<file path="src/rtl/arb_pkg.sv">
// arb_pkg: requester state encoding shared by the requester RTL and the arbiter bench
package arb_pkg;
    typedef enum logic [1:0] {REQ_IDLE, REQ_REQ, REQ_OWN, REQ_GAP} req_state_t;
endpackage

</file>
<file path="src/rtl/arb_requester.sv">
// arb_requester: client-side burst agent driving one req/gnt pair of the shared priority arbiter
module arb_requester
    import arb_pkg::*;
#(
    parameter int LEN_W    = 4,
    parameter int WAIT_W   = 8,
    parameter int MAX_WAIT = 200
) (
    input  logic             clk,
    input  logic             resetn,
    input  logic             cmd_valid,
    output logic             cmd_ready,
    input  logic [LEN_W-1:0] cmd_len,
    output logic             req,
    input  logic             gnt,
    output logic             beat,
    output logic             beat_last,
    output logic             busy,
    output logic             done,
    output logic             err_timeout,
    output logic             err_gnt_lost
);
    localparam logic [WAIT_W-1:0] WAIT_LAST = WAIT_W'(MAX_WAIT == 0 ? 0 : MAX_WAIT - 1);
    req_state_t        state_q, state_d;
    logic [LEN_W-1:0]  len_q, len_d, beat_cnt_q, beat_cnt_d;
    logic [WAIT_W-1:0] wait_cnt_q, wait_cnt_d;
    logic              done_q, done_d, err_to_q, err_to_d, err_lost_q, err_lost_d;

    assign cmd_ready    = state_q == REQ_IDLE;
    assign busy         = state_q != REQ_IDLE;
    assign req          = state_q == REQ_REQ || state_q == REQ_OWN;
    assign beat         = state_q == REQ_OWN && gnt;
    assign beat_last    = beat && beat_cnt_q == len_q;
    assign done         = done_q;
    assign err_timeout  = err_to_q;
    assign err_gnt_lost = err_lost_q;

    always_comb begin
        state_d    = state_q;
        len_d      = len_q;
        beat_cnt_d = beat_cnt_q;
        wait_cnt_d = wait_cnt_q;
        done_d     = 1'b0;
        err_to_d   = 1'b0;
        err_lost_d = 1'b0;
        case (state_q)
            REQ_IDLE: if (cmd_valid) begin
                state_d    = REQ_REQ;
                len_d      = cmd_len;
                wait_cnt_d = '0;
            end
            REQ_REQ: begin
                wait_cnt_d = &wait_cnt_q ? wait_cnt_q : wait_cnt_q + 1'b1;
                // a grant arriving on the timeout cycle still wins
                if (gnt) begin
                    state_d    = REQ_OWN;
                    beat_cnt_d = '0;
                end else if (MAX_WAIT != 0 && wait_cnt_q == WAIT_LAST) begin
                    state_d  = REQ_GAP;
                    err_to_d = 1'b1;
                end
            end
            REQ_OWN: if (!gnt) begin
                state_d    = REQ_GAP;
                err_lost_d = 1'b1;
            end else if (beat_cnt_q == len_q) begin
                state_d = REQ_GAP;
                done_d  = 1'b1;
            end else begin
                beat_cnt_d = beat_cnt_q + 1'b1;
            end
            REQ_GAP: state_d = gnt ? REQ_GAP : REQ_IDLE;
            default: state_d = REQ_IDLE;
        endcase
    end

    always_ff @(posedge clk) begin
        if (!resetn) begin
            state_q    <= REQ_IDLE;
            len_q      <= '0;
            beat_cnt_q <= '0;
            wait_cnt_q <= '0;
            done_q     <= 1'b0;
            err_to_q   <= 1'b0;
            err_lost_q <= 1'b0;
        end else begin
            state_q    <= state_d;
            len_q      <= len_d;
            beat_cnt_q <= beat_cnt_d;
            wait_cnt_q <= wait_cnt_d;
            done_q     <= done_d;
            err_to_q   <= err_to_d;
            err_lost_q <= err_lost_d;
        end
    end
endmodule

</file>
<file path="config.mk">
export PLATFORM = sky130hd
export DESIGN_NAME = arb_requester
export DESIGN_NICKNAME = d
export VERILOG_FILES = /design/src/rtl/arb_pkg.sv /design/src/rtl/arb_requester.sv
export SDC_FILE = /design/constraint.sdc
export NUM_CORES = 1
export LEC_CHECK = 0
export CORE_MARGIN = 3
export CORE_UTILIZATION = 57
export CTS_CLUSTER_DIAMETER = 150
export DETAILED_ROUTE_END_ITERATION = 8
export PLACE_DENSITY_LB_ADDON = 0.2
export SLEW_MARGIN = 5
export SYNTH_ARGS = -nofsm -noshare
export SYNTH_HDL_FRONTEND = slang
export SYNTH_SLANG_ARGS = --single-unit
</file>
<file path="constraint.sdc">
create_clock -name clk -period 4.37 [get_ports clk]
set_input_delay 1.0925 -clock clk [delete_from_list [all_inputs] [get_ports clk]]
set_output_delay 1.0925 -clock clk [all_outputs]
set_load 0.01 [all_outputs]
</file>
Yosys cells after proc, flatten, opt, wreduce, memory -nomap -nowiden
Index checks and enable logic that the tools add are counted.
- add/sub/neg operators: 2
- equal/unequal tests: 12
- multiplexer cells: 17
- bitwise logic cells: 2
- reductions and logical operators: 15
- operator list (kind ; number):
    8-bit two-way mux ; 2
    8-bit case mux with 2 select lines ; 1
    2-bit two-way mux ; 6
    4-bit two-way mux ; 3
    2-bit inequality test, second input constant ; 5
    3-bit AND reduction ; 3
    8-bit by 1-bit adder with 8-bit output, second input constant ; 1
    8-bit == test, second input constant ; 1
    2-bit case mux with 4 select lines ; 1
    4-bit case mux with 2 select lines ; 1
    8-bit AND reduction ; 1
    3-bit by 2-bit inequality test with 1-bit output, second input constant ; 2
    2-bit nonzero test ; 3
    4-bit by 1-bit adder with 4-bit output, second input constant ; 1
    2-bit == test, second input constant ; 2
    4-bit == test ; 1
    2-bit AND reduction ; 2
    4-bit AND reduction ; 1
    1-bit two-way mux ; 3
    3-bit OR reduction ; 1
    2-bit by 1-bit == test with 1-bit output, second input constant ; 1
    1-bit logical AND ; 2
    2-bit zero test ; 1
    1-bit NOT ; 2
    1-bit logical OR ; 1
- bits in registers: 21
- output and inout bits: 8

Longest topological paths before layout
Gate-level depths: netlist of the first run.
- depth in word-level cells: 4
- mapped depth: 7
- depth with buffers taken out: 6

Worst setup path after synthesis of the first run
Ideal clock, no wire load.
- path kind: input to output
- start: input port gnt
- end: output port beat_last
- arrival time: 1.341 ns
- data required time: 3.278 ns
- setup slack: 1.937 ns
- stages: 2
- cells stage by stage: nand2_1 > nor2_1
- longest elaborated chain between the ends: 2
- RTL lines (element ; line ; RTL):
    start: declaration ; arb_requester.sv:15 ; input logic gnt,
    1-bit logical AND ; arb_requester.sv:32 ; assign beat = state_q == REQ_OWN && gnt;
    1-bit logical AND ; arb_requester.sv:33 ; assign beat_last = beat && beat_cnt_q == len_q;
    end: declaration ; arb_requester.sv:17 ; output logic beat_last,
Every way passes these cells.

Worst setup path in the final report of the first run
- start: input port gnt
- end: output port beat
- longest elaborated chain between the ends: 1
- RTL lines (element ; line ; RTL):
    1-bit logical AND ; arb_requester.sv:32 ;
    end: declaration ; arb_requester.sv:16 ; output logic beat,
Every way passes these cells.

==> impl_metrics.toml, run 1 <==
[floorplanning]
start_util_pct = 63.9
dieArea_um2 = 2620
fp.coreArea_um2 = 1820
fp.dieW_um = 51.2
num_io_pins = 16
row_count = 15
fp.dieH_um = 51.2

[place]
portBuffers = 15
routabilityCongestion = 0.786
hpwlAfterDp_um = 1750
numPlacedInstances = 175
pre_cts_slack_ns = 0.812

[final_layout]
nets = 170
final_cell_mix = "dfxtp_1 (21), clkdlybuf4s50_1 (15), nand2_1 (14)"
drive_gt1_share_pct = 5.19
synthToLayoutAreaGrowth_pct = 15.6
instances_no_fill = 179
diodes = 0
utilization_pct = 73.9
final_common_cell = "dfxtp_1"
fill_cells = 147

[grt]
grt_pass1_wl_um = 4420
antenna_found_initial = 0
track_usage_pct = 21.6
grt_max_degree = 17
overflow = 0
grt_pass1_vias = 994

[worst_setup_path]
critPathLaunchType = "input port"
rr_worst_depth = 6
crit_path_max_incr_delay_ns = 0.59
slowest_stage = "clkdlybuf4s50_1"
crit_top_cell = "clkdlybuf4s50_1"
cp.required_ns = 3.28
cp_cell_sequence = "clkdlybuf4s50_1, nand2_1, inv_1, clkdlybuf4s50_1"
setup.worst_path.end_class = "output pin"
crit_type = "in -> out"
r2r_slack_ns = 2.45
worstReg2RegStart = "state_q[0]"
crit_fanout = 8
regToRegEndpoint = "wait_cnt_q[0]"
worstPathArrival_ns = 2.49

[cts]
hold_buffers = 0
cts.sinks = 21
cts_buffer_depth = 2
cts_resized = 0
htree_levels = 1
worstSkewPairLatency_ns = 0.30
clock-root-buffer = "clkbuf_4"
post_cts_buffers = 0
cts_tree = "built"
clk_pin_slew_worst_paths_ns = 0.13
cts_buffers = 3

[sta]
whs_ns = 0.482
setup_tns_ns = 0
fin_skew_ns = 0.00236
fin_crit_sh_pct = 82.1
relSlewSlack_pct = 66.0
final_hold_viol_count = 0
fmax_ghz = 0.279
finalWorstSetupSlack_ns = 0.783
grt_setup_unrepaired = "no"
worst_pin_slew_ns = 0.511
fin_crit_ns = 3.59
timing.final.max_slew_violations = 0
setup_viol = 0

[logic_synthesis]
syn_nets = 154
ys_types = 36
syn_area_per_cell_um2 = 8.37
synth_ff_type = "dfxtp_1"
ys_async_sr_fraction_pct = 0
yosys_warnings = 0
syn_area_um2 = 1160
ys_ff_latch = 21
syn_inst = 139
synth_edf_count = 0
ys_seq_area_share_pct = 36.1

[pwr]
ir_drop_mv = 0.326
cellPowerDensity_nw_per_um2 = 431
leakagePower_nw = 0.499

[detailed_routing]
via_count = 1080
wirelength_um = 2540
drt_iter0_drc = 37
first_pass_iters = 5
wl_per_cell_um = 14.2
vias_per_cell = 6.03
drc = 0
antenna_left = 0

[hold_path]
hp-class = "reg -> reg"
holdCritStartpoint = "len_q[2]"
whs_endpoint = "len_q[2]"
hold_depth = 2

[flow_run]
cap_violations = 0

[status]
outcome = "completed"
==> metal layers <==
layer  vias to the layer above  GRT usage [%]  part of all wire (%)  wire length [µm]
met1                       486           31.5                    46              1170
li1                        536              -                     -                 -
met4                         0           6.73                   1.1                28
met2                        54           32.4                    45              1140
met5                         -              0                     0                 0
met3                         4           3.50                   8.0               202
==> how the worst max path moves through the flow <==
stage / start / endpoint
6_report: gnt / beat
5_1_grt: gnt / beat
4_1_cts: gnt / beat
3_5_place_dp: gnt / beat
3_3_place_gp: gnt / beat
2_1_floorplan: gnt / beat_last
==> power breakdown <==
group / total, W / switching (W) / internal [W]
clock: 0.0000972 / 0.0000617 / 0.0000355
sequential: 0.000225 / 0.0000173 / 0.000208
combinational: 0.000257 / 0.000148 / 0.000110
total: 0.000580 / 0.000227 / 0.000353
==> cells in the mapped netlist (all sizes together) (5+ instances only) <==
cell	count	area share, %
nor3	7	3.0
o21ai	7	3.0
dfxtp	21	36
ha	7	7.5
a21oi	12	5.2
nand3	12	5.2
inv	7	2.3
nor2	5	1.6
nand2	15	5.1
==> stage by stage <==
step	power (W)	area, µm²
final	0.000580	1350
after global routing	0.000614	1350
after CTS	0.000580	1350
after detailed placement	0.000481	1320
after global placement	0.000474	1320
after floorplan	0.000411	1160
==> state kept, by name, summed over array words and instances, names as in the netlist <==
name and cells:
wait_cnt_q 8, beat_cnt_q 4, len_q 4, state_q 2
done 1, err_gnt_lost 1, err_timeout 1
==> worst max-delay path, delay by kind of cell <==
kind,cells,cell delay (ns)
buffers and inverters,3,1.28
and+or+nand+nor,1,0.13
==> layout make-up <==
| cell class | instances | area, µm² | area share, % |
|---|---|---|---|
| well taps | 25 | 31.3 | 2.33 |
| repair buffers | 15 | 150 | 11.2 |
| flip-flops and latches | 21 | 420 | 31.3 |
| multi-input cells | 107 | 691 | 51.3 |
| clock buffers | 4 | 26.3 | 1.95 |
| inverters | 7 | 26.3 | 1.95 |
==> cell families (layout without fill, tap and decap cells) <==
family,after synthesis,after routing,synth area share (%)
DFF,21,21,36.1
and+or+nand+nor,58,58,26.1
xor gates and xnor gates,4,4,3.01
adders and majority gates,7,7,7.53
AOI/OAI and AO/OA,33,33,18.3
buffers and inverters,11,26,4.52
muxes,5,5,4.41
Note: power is estimated with default switching activity, not from simulation.
==> run 2: changes to the inputs <==
- CORE_UTILIZATION: 57 -> 53
- clock period: 4.37 -> 3.35 ns (I/O delays scaled with it)
==> run 2 against run 1 <==
  * Core utilization decreased by 6.8 points
  * Combinational power grew 32%
  * Sequential share of layout area down 0.26 points
  * Total power is 29% higher
  * Hold slack worse by 0.0051 ns
  * Global-route usage shrank 1.5 points
  * Register-to-register slack worse by 1.1 ns
  * Worst setup slack got worse by 0.36 ns
  * Routed wire length decreased by 2.2%
  * Highest routed layer unchanged
==> impl_metrics.toml, run 2 (synthesis results as in run 1) <==
[final_layout]
diodes = 0
ff_latch_area_um2 = 420
fill_cells = 177
multi_input_area_um2 = 691
synthToLayoutAreaGrowth_pct = 16.6
nets = 171
final_cell_mix = "dfxtp_1 (21), clkdlybuf4s50_1 (15), nand2_1 (14)"
regMostFlops = "wait_cnt_q"
largest_register_ffs = 8
drive_gt1_share_pct = 6.45
finalInstanceArea_um2 = 1360
final_common_cell = "dfxtp_1"
reg_top3 = "wait_cnt_q (8), beat_cnt_q (4), len_q (4)"

[detailed_routing]
vias_per_cell = 6.00
via_count = 1092
antenna_left = 0
drc = 0
drt_iter0_drc = 41
wl_per_cell_um = 13.6
first_pass_iters = 4
wirelength_um = 2480

[grt]
antenna_found_initial = 0
track_usage_pct = 20.2
grt_pass1_vias = 999
overflow = 0
grt_pass1_wl_um = 4260
grt_max_degree = 17

[sta]
finalWorstSetupSlack_ns = 0.424
whs_ns = 0.477
fmax_ghz = 0.342
setup_tns_ns = 0
fin_crit_ns = 2.93
fin_crit_sh_pct = 87.4
relSlewSlack_pct = 65.5
timing.final.max_slew_violations = 0
worst_pin_slew_ns = 0.517
grt_setup_unrepaired = "no"
fin_skew_ns = 0.00238
setup_viol = 0
final_hold_viol_count = 0

[worst_setup_path]
crit_fanout = 4
worstReg2RegStart = "state_q[0]"
setup.worst_path.end_class = "output pin"
critPathLaunchType = "input port"
regToRegEndpoint = "wait_cnt_q[0]"
cp.required_ns = 2.51
crit_type = "in -> out"
r2r_slack_ns = 1.40
rr_worst_depth = 6
worstPathArrival_ns = 2.09

[cts]
hold_buffers = 0
clock-root-buffer = "clkbuf_4"
cts_buffer_depth = 2
worstSkewPairLatency_ns = 0.30
post_cts_buffers = 0
cts_resized = 0
cts.sinks = 21
cts_tree = "built"
cts_buffers = 3
htree_levels = 1
clk_pin_slew_worst_paths_ns = 0.12

[floorplanning]
num_io_pins = 16
start_util_pct = 57.5
fp.dieW_um = 52.9
fp.dieH_um = 52.9
row_count = 16
dieArea_um2 = 2790
fp.coreArea_um2 = 2020

[pwr]
leakagePower_nw = 0.507
cellPowerDensity_nw_per_um2 = 553
ir_drop_mv = 0.275

[place]
pre_cts_slack_ns = 0.429
dpl_cell_area_um2 = 1330
portBuffers = 15
routabilityCongestion = 0.810
hpwlAfterDp_um = 1840

[hold_path]
hp-class = "reg -> reg"
holdCritStartpoint = "len_q[1]"
hold_depth = 2
whs_endpoint = "len_q[1]"

[status]
outcome = "completed"

[flow_run]
cap_violations = 0
## run 2: metal layers
metal  vias to the layer above  global-route usage [%]  routed length (µm)
li1                        540                       -                   -
met1                       512                    24.7                1050
met2                        36                    36.2                1270
met3                         4                    2.54                 121
met4                         0                    6.38                  30
met5                         -                       0                   0
## run 2: report_power, final
part	switching [W]	internal (W)	total, W	leakage (nW)
Combinational	0.000193	0.000144	0.000338	0.319
Sequential	0.0000188	0.000271	0.000290	0.170
Clock	0.0000774	0.0000446	0.000122	0.0177
## run 2: final cells by class
type	count	area share [%]
clock buffer	3	1.66
sequential	21	31.0
tap	27	2.49
multi-input combinational	107	50.9
timing repair buffer	16	11.6
inverter	7	1.94
clock inverter	1	0.369
## run 2: worst max-delay path, cell delays in order
cell             delay (ns)
clkdlybuf4s50_1        0.48
nand2_1                0.09
inv_1                  0.13
clkdlybuf4s50_1        0.55
## run 2: how the worst max path moves through the flow
stage	slack (ns)	start	cells past startpoint	end
after floorplan	1.43	gnt	2	beat_last
after global placement	0.45	gnt	4	beat_last
after detailed placement	0.43	gnt	4	beat_last
after CTS	0.42	gnt	4	beat_last
after global routing	0.35	gnt	4	beat
final	0.42	gnt	4	beat
## run 2: through the flow
step,power [W],utilization (%),cells
CTS,0.000754,67.1,182
finish,0.000750,67.1,182
floorplan,0.000536,-,139
detailed placement,0.000630,65.7,178
global placement,0.000623,65.7,178
global route,0.000801,67.1,182
